## src/rtl/dac_data_formatter_pkg.sv

```systemverilog
// Shared definitions for the DAC TX formatter: ramp FSM encoding, DAC full-scale
// value and the data randomization helper shared with the RX de-randomizer.
package dac_data_formatter_pkg;

  localparam int DAC_W = 16;

  localparam logic [1:0] ST_IDLE_ENC      = 2'd0;
  localparam logic [1:0] ST_RAMP_UP_ENC   = 2'd1;
  localparam logic [1:0] ST_ACTIVE_ENC    = 2'd2;
  localparam logic [1:0] ST_RAMP_DOWN_ENC = 2'd3;

  typedef enum logic [1:0] {
    ST_IDLE      = ST_IDLE_ENC,
    ST_RAMP_UP   = ST_RAMP_UP_ENC,
    ST_ACTIVE    = ST_ACTIVE_ENC,
    ST_RAMP_DOWN = ST_RAMP_DOWN_ENC
  } ramp_state_e;

  localparam logic [DAC_W-1:0] DAC_FULL_POS = 16'h7FFF;

  // Bit 0 is untouched, so applying this twice restores the word (self-inverse).
  function automatic logic [DAC_W-1:0] dac_randomize(input logic [DAC_W-1:0] x);
    return x ^ {{(DAC_W-1){x[0]}}, 1'b0};
  endfunction

endpackage

```

## src/rtl/dac_data_formatter_ramp_ctrl.sv

```systemverilog
// TX enable ramp controller: IDLE/RAMP_UP/ACTIVE/RAMP_DOWN FSM with a gain counter
// that moves by one step per clock and clamps at 0 and full scale.
module dac_ramp_ctrl
  import dac_data_formatter_pkg::*;
#(
  parameter int RAMP_LOG2 = 8
) (
  input  logic               clk_i,
  input  logic               rst_i,
  input  logic               tx_en_i,
  output logic [RAMP_LOG2:0] gain_o,
  output logic               active_o
);

  localparam logic [RAMP_LOG2:0] GAIN_ZERO = {(RAMP_LOG2+1){1'b0}};
  localparam logic [RAMP_LOG2:0] GAIN_ONE  = {{RAMP_LOG2{1'b0}}, 1'b1};
  localparam logic [RAMP_LOG2:0] GAIN_FULL = {1'b1, {RAMP_LOG2{1'b0}}};

  ramp_state_e        state_q;
  logic [RAMP_LOG2:0] gain_q;

  // Outside IDLE the gain follows tx_en_i by +/-1 each clock, so a reversal never jumps.
  always_ff @(posedge clk_i or posedge rst_i) begin
    if (rst_i) begin
      state_q <= ST_IDLE;
      gain_q  <= GAIN_ZERO;
    end else begin
      case (state_q)
        ST_IDLE: begin
          gain_q <= GAIN_ZERO;
          if (tx_en_i) begin
            state_q <= ST_RAMP_UP;
          end else begin
            state_q <= ST_IDLE;
          end
        end
        ST_RAMP_UP, ST_ACTIVE, ST_RAMP_DOWN: begin
          if (tx_en_i) begin
            if (gain_q >= GAIN_FULL - GAIN_ONE) begin
              gain_q  <= GAIN_FULL;
              state_q <= ST_ACTIVE;
            end else begin
              gain_q  <= gain_q + GAIN_ONE;
              state_q <= ST_RAMP_UP;
            end
          end else begin
            if (gain_q <= GAIN_ONE) begin
              gain_q  <= GAIN_ZERO;
              state_q <= ST_IDLE;
            end else begin
              gain_q  <= gain_q - GAIN_ONE;
              state_q <= ST_RAMP_DOWN;
            end
          end
        end
        default: begin
          gain_q  <= GAIN_ZERO;
          state_q <= ST_IDLE;
        end
      endcase
    end
  end

  assign gain_o   = gain_q;
  assign active_o = (state_q != ST_IDLE);

endmodule

```

## src/rtl/dac_data_formatter.sv

```systemverilog
// DAC data formatter: round/saturate the DUC sample, apply the TX gain ramp and
// optionally randomize the DAC word. Three-stage pipeline, one sample per clock.
module dac_data_formatter
  import dac_data_formatter_pkg::*;
#(
  parameter int IN_W      = 27,
  parameter int OUT_W     = 16,
  parameter int RAMP_LOG2 = 8
) (
  input  logic             clk_i,
  input  logic             rst_i,
  input  logic             tx_en_i,
  input  logic             rand_en_i,
  input  logic [IN_W-1:0]  s_data_i,
  input  logic             s_valid_i,
  output logic             s_ready_o,
  output logic [OUT_W-1:0] dac_data_o,
  output logic             dac_active_o,
  output logic             underrun_o
);

  localparam int GW     = RAMP_LOG2 + 1;
  localparam int FRAC_W = IN_W - OUT_W;

  logic [GW-1:0] gain_s;
  logic          ramp_active_s;

  dac_ramp_ctrl #(
    .RAMP_LOG2(RAMP_LOG2)
  ) u_ramp (
    .clk_i   (clk_i),
    .rst_i   (rst_i),
    .tx_en_i (tx_en_i),
    .gain_o  (gain_s),
    .active_o(ramp_active_s)
  );

  logic [IN_W-1:0]         sample_s;
  logic [OUT_W-1:0]        hi_s;
  logic                    half_s;
  logic                    unused_frac_s;
  logic signed [OUT_W+GW:0] r_ext_s;
  logic signed [OUT_W+GW:0] g_ext_s;
  logic signed [OUT_W+GW:0] prod_s;
  logic [OUT_W-1:0]        s1_d, s1_q;
  logic [OUT_W-1:0]        s2_d, s2_q;
  logic [OUT_W-1:0]        dac_d, dac_q;
  logic [2:0]              act_d, act_q;
  logic                    underrun_d, underrun_q;

  assign s_ready_o = ramp_active_s;

  // Next-state logic for all three pipeline stages plus the sticky underrun flag.
  always_comb begin
    // A missing sample while ready, or any cycle in IDLE, feeds zero into the pipe.
    if (ramp_active_s && s_valid_i) begin
      sample_s = s_data_i;
    end else begin
      sample_s = {IN_W{1'b0}};
    end
    hi_s          = sample_s[IN_W-1 -: OUT_W];
    half_s        = sample_s[FRAC_W-1];
    unused_frac_s = ^sample_s[FRAC_W-2:0];

    if ((hi_s == DAC_FULL_POS) && half_s) begin
      s1_d = DAC_FULL_POS;
    end else begin
      s1_d = hi_s + {{(OUT_W-1){1'b0}}, half_s};
    end

    r_ext_s = {{(GW+1){s1_q[OUT_W-1]}}, s1_q};
    g_ext_s = {{(OUT_W+1){1'b0}}, gain_s};
    prod_s  = r_ext_s * g_ext_s;
    s2_d    = OUT_W'(prod_s >>> RAMP_LOG2);

    if (rand_en_i) begin
      dac_d = dac_randomize(s2_q);
    end else begin
      dac_d = s2_q;
    end

    act_d = {act_q[1:0], ramp_active_s};

    if (!ramp_active_s && tx_en_i) begin
      underrun_d = 1'b0;
    end else if (ramp_active_s && !s_valid_i) begin
      underrun_d = 1'b1;
    end else begin
      underrun_d = underrun_q;
    end
  end

  // Pipeline and flag registers.
  always_ff @(posedge clk_i or posedge rst_i) begin
    if (rst_i) begin
      s1_q       <= {OUT_W{1'b0}};
      s2_q       <= {OUT_W{1'b0}};
      dac_q      <= {OUT_W{1'b0}};
      act_q      <= 3'b000;
      underrun_q <= 1'b0;
    end else begin
      s1_q       <= s1_d;
      s2_q       <= s2_d;
      dac_q      <= dac_d;
      act_q      <= act_d;
      underrun_q <= underrun_d;
    end
  end

  assign dac_data_o   = dac_q;
  assign dac_active_o = act_q[2];
  assign underrun_o   = underrun_q;

endmodule

```

## config.mk

```make
export PLATFORM = sky130hd
export DESIGN_NAME = dac_data_formatter
export DESIGN_NICKNAME = d
export VERILOG_FILES = /design/src/rtl/dac_data_formatter_pkg.sv /design/src/rtl/dac_data_formatter_ramp_ctrl.sv /design/src/rtl/dac_data_formatter.sv
export SDC_FILE = /design/constraint.sdc
export NUM_CORES = 1
export LEC_CHECK = 0
export CAP_MARGIN = 20
export CORE_MARGIN = 3
export CORE_UTILIZATION = 56
export CTS_CLUSTER_DIAMETER = 60
export DETAILED_ROUTE_END_ITERATION = 10
export GPL_ROUTABILITY_DRIVEN = 1
export GPL_TIMING_DRIVEN = 0
export PLACE_DENSITY_LB_ADDON = 0.25
export SLEW_MARGIN = 20
export SYNTH_ARGS = -nofsm -noshare
export SYNTH_HDL_FRONTEND = slang
export SYNTH_HIERARCHICAL = 1
export SYNTH_SLANG_ARGS = --single-unit
```

## constraint.sdc

```tcl
create_clock -name clk_i -period 5.3 [get_ports clk_i]
set_input_delay 0.795 -clock clk_i [delete_from_list [all_inputs] [get_ports clk_i]]
set_output_delay 0.795 -clock clk_i [all_outputs]
set_load 0.05 [all_outputs]
```

==> impl_metrics.json <==
{
  "grt_usage": 0.2371,
  "required_ns": 5.56,
  "initial_core_util": 0.5868,
  "placed_area_mm2": 0.008222,
  "grt_max_degree": 33,
  "synthTopCellsByArea": "fa_1 (30%), dfrtp_1 (21%), ha_1 (9.2%)",
  "cts_htree_levels": 3,
  "fin_skew_ns": 0.005763,
  "ys_ff_latch": 63,
  "tightest_slew_ns": 0.7307,
  "clk_pin_slew_worst_paths_ns": 0.05,
  "end_kind": "flop",
  "drt_iter0_drc": 306,
  "ir_drop_v": 0.0002803,
  "min_period_over_period": 0.9649,
  "cp_cell_sequence": "buf_8 > nand2_1 > fa_1 > inv_1 > fa_1 > fa_1 > fa_1 > inv_1 > fa_1 > inv_1 > ha_4 > a21o_1 > a21o_1 > a211oi_2 > nand3_2 > o21a_4 > a31oi_4 > xnor2_1",
  "rrSetupSlack_ns": 0.19,
  "insertion_delay_ns": 0.34,
  "root_buffer": "clkbuf_16",
  "num_antenna_cells": 0,
  "rows": 41,
  "die_height_um": 122.4,
  "antenna_found_initial": 0,
  "start_kind": "flop",
  "mappedNetlistArea_mm2": 0.007586,
  "r2r_end": "s2_q[14]",
  "cp_slowest_stage_delay_ns": 0.55,
  "routed_wl_mm": 16.55,
  "tritoncts": "built",
  "avgSynthCellArea_um2": 9.494,
  "fp.dieW_um": 122.4,
  "cts_buffer_depth": 2,
  "holdCritPathClass": "reg -> reg",
  "hold_violations": 0,
  "drive_above_1_share": 0.1097,
  "wire_per_inst_um": 15.94,
  "synth.distinct_cells": 55,
  "numCtsBuffers": 9,
  "yosysWarnings": 6,
  "gp_congestion": 0.9309,
  "finalSetupViolations": 0,
  "io_pins": 51,
  "outcome": "completed",
  "report.final.slew_viol_count": 0,
  "worstPathArrival_ns": 5.37,
  "grt-ovfl-total": 0,
  "synth_area_leader_cell": "fa_1",
  "p_total_mw": 4.870,
  "first_pass_iters": 5,
  "maxCapViolCount": 0,
  "cts_sinks": 63,
  "r2r_start": "u_ramp/gain_o[2]",
  "drc": 0,
  "hold_end": "act_q[2]",
  "ys_seq_area_frac": 0.2078,
  "synth_top_area_share": 0.3008,
  "ant_nets": 0,
  "io_buffers": 40,
  "viasPerCell": 5.399,
  "crit_path_top_delay_cell": "fa_1",
  "reg2regPathDepth": 18,
  "syn-num-nets": 1001,
  "max_freq_ghz": 0.1955,
  "relSlewSlack": 0.5111,
  "synthCells": 799,
  "grt_pass1_vias": 5817,
  "nNetsFinal": 1063,
  "dieArea_mm2": 0.01498,
  "vias": 5604,
  "min_period_ns": 5.114,
  "crit_top_cell": "fa_1",
  "crit_type": "reg -> reg",
  "grt_pass1_wl_mm": 27.71,
  "p_per_area_mw_per_mm2": 553.3,
  "coreArea_mm2": 0.01293,
  "area_growth_pct": 16.02,
  "stdcell_area_mm2": 0.008801,
  "hpwl_mm": 12.67,
  "hp-start": "act_q[1]",
  "min_path_cells": 0,
  "leakage_nw": 4.443,
  "crit_fanout": 10
}
==> critical path, delay by kind of cell (launching register included) <==
family          cells  cell delay (ns)
compound gates      5             1.04
xor+xnor            1             0.13
fa+ha+maj           6             2.84
buf+inv             4             0.35
flops               1             0.43
simple gates        2             0.26
==> flip-flops by register name (all words and copies together) (netlist names) <==
name and count:
s1_q 16, underrun_o 1, act_q 3, u_ramp/state_q 2
dac_data_o 16, u_ramp/gain_o 9, s2_q 16
==> cells in the final DEF, fill, tap and decap left out, types with 10 or more instances in the layout <==
cell type        synthesis  layout
buf_4                    0      21
dfrtp_1                 63      50
inv_1                  147     145
nand2_1                102     102
xor2_1                  18      18
ha_1                    56      51
dfrtp_2                  0      13
nor2_1                  28      28
nand4_1                 10      10
xnor2_1                 42      42
o21ai_0                 23      22
and2_1                  71      70
fa_1                   114     111
a21oi_1                 14      11
clkdlybuf4s50_1          0      40
==> per-stage QoR <==
step	utilization	setup TNS (ns)	hold slack (ns)	instances	worst slack (ns)
2_1_floorplan	-	0	0.3312	799	0.06462
3_3_place_gp	0.6344	-3.749	0.3431	1011	-0.5013
3_5_place_dp	0.6360	-4.293	0.3425	1012	-0.5394
4_1_cts	0.6679	0	0.3643	1030	0.009928
5_1_grt	0.6808	-0.05964	0.3705	1038	-0.03998
6_report	0.6808	0	0.3598	1038	0.1858
==> power by group <==
group / switching [mW] / internal [mW] / total [mW] / leakage [nW]
Combinational: 2.00 / 1.44 / 3.44 / 3.54
Sequential: 0.166 / 0.697 / 0.863 / 0.755
Clock: 0.203 / 0.364 / 0.567 / 0.151
==> synth_stat cells (all sizes together) <==
master / instances
a2111oi: 1
a211o: 1
a211oi: 4
a21o: 5
a21oi: 15
a221oi: 1
a22oi: 2
a311o: 1
a311oi: 3
a31oi: 4
a32oi: 1
and2: 71
and3: 7
and4: 1
buf: 5
clkbuf: 23
dfrtp: 63
fa: 114
ha: 56
inv: 147
mux2i: 1
nand2: 102
nand2b: 7
nand3: 10
nand3b: 1
nand4: 11
nand4b: 1
nor2: 28
nor2b: 4
nor3: 10
nor3b: 3
o2111ai: 2
o21a: 2
o21ai: 23
o21ba: 1
o21bai: 1
o221ai: 1
o31a: 1
o31ai: 2
or3: 1
or3b: 2
xnor2: 42
xor2: 18
==> what timing repair did <==
action                                  in CTS  in global routing
pin swaps                                    2                  7
gates resized for setup                     33                 23
buffers inserted                             9                 11
endpoints found under the setup margin      11                  9
hold buffers                                 0                  0
==> cells by family (layout without fill, tap and decap cells) <==
| family | count (synthesis) | after routing | share of synthesized area |
|---|---|---|---|
| DFF | 63 | 63 | 0.2078 |
| AOI/OAI and AO/OA | 71 | 71 | 0.06416 |
| buffers and inverters | 175 | 242 | 0.09121 |
| xor gates and xnor gates | 60 | 60 | 0.06927 |
| adders and majority gates | 170 | 170 | 0.3932 |
| and+or+nand+nor | 259 | 259 | 0.1730 |
| muxes | 1 | 1 | 0.001320 |
==> final cells by class <==
cell class,instances,area (um2)
clock inverter,3,15.01
buffer,18,160.2
timing repair buffer,61,574.3
clock buffer,13,280.3
multi-input combinational,561,5411
fill,1041,4126
inverter,147,551.8
tap,172,215.2
sequential,63,1593
==> worst max path at each step <==
stage                          start        to  slack, ns  cells after the start
floorplan           u_ramp/gain_o[6]  s2_q[14]       0.06                     18
global placement    u_ramp/gain_o[6]  s2_q[14]      -0.50                     18
detailed placement  u_ramp/gain_o[6]  s2_q[14]      -0.54                     18
CTS                 u_ramp/gain_o[7]  s2_q[14]       0.01                     19
global route        u_ramp/gain_o[5]  s2_q[15]      -0.04                     17
finish              u_ramp/gain_o[2]  s2_q[14]       0.19                     18
==> per-layer routing <==
layer  vias up  GRT usage  part of all wire
met1      2799     0.3005              0.41
met2       195     0.4098              0.50
met4         0    0.07138             0.023
li1       2585          -                 -
met5         -          0                 0
met3        25    0.05023             0.064
No activity file was read; power rests on OpenSTA's default activity.
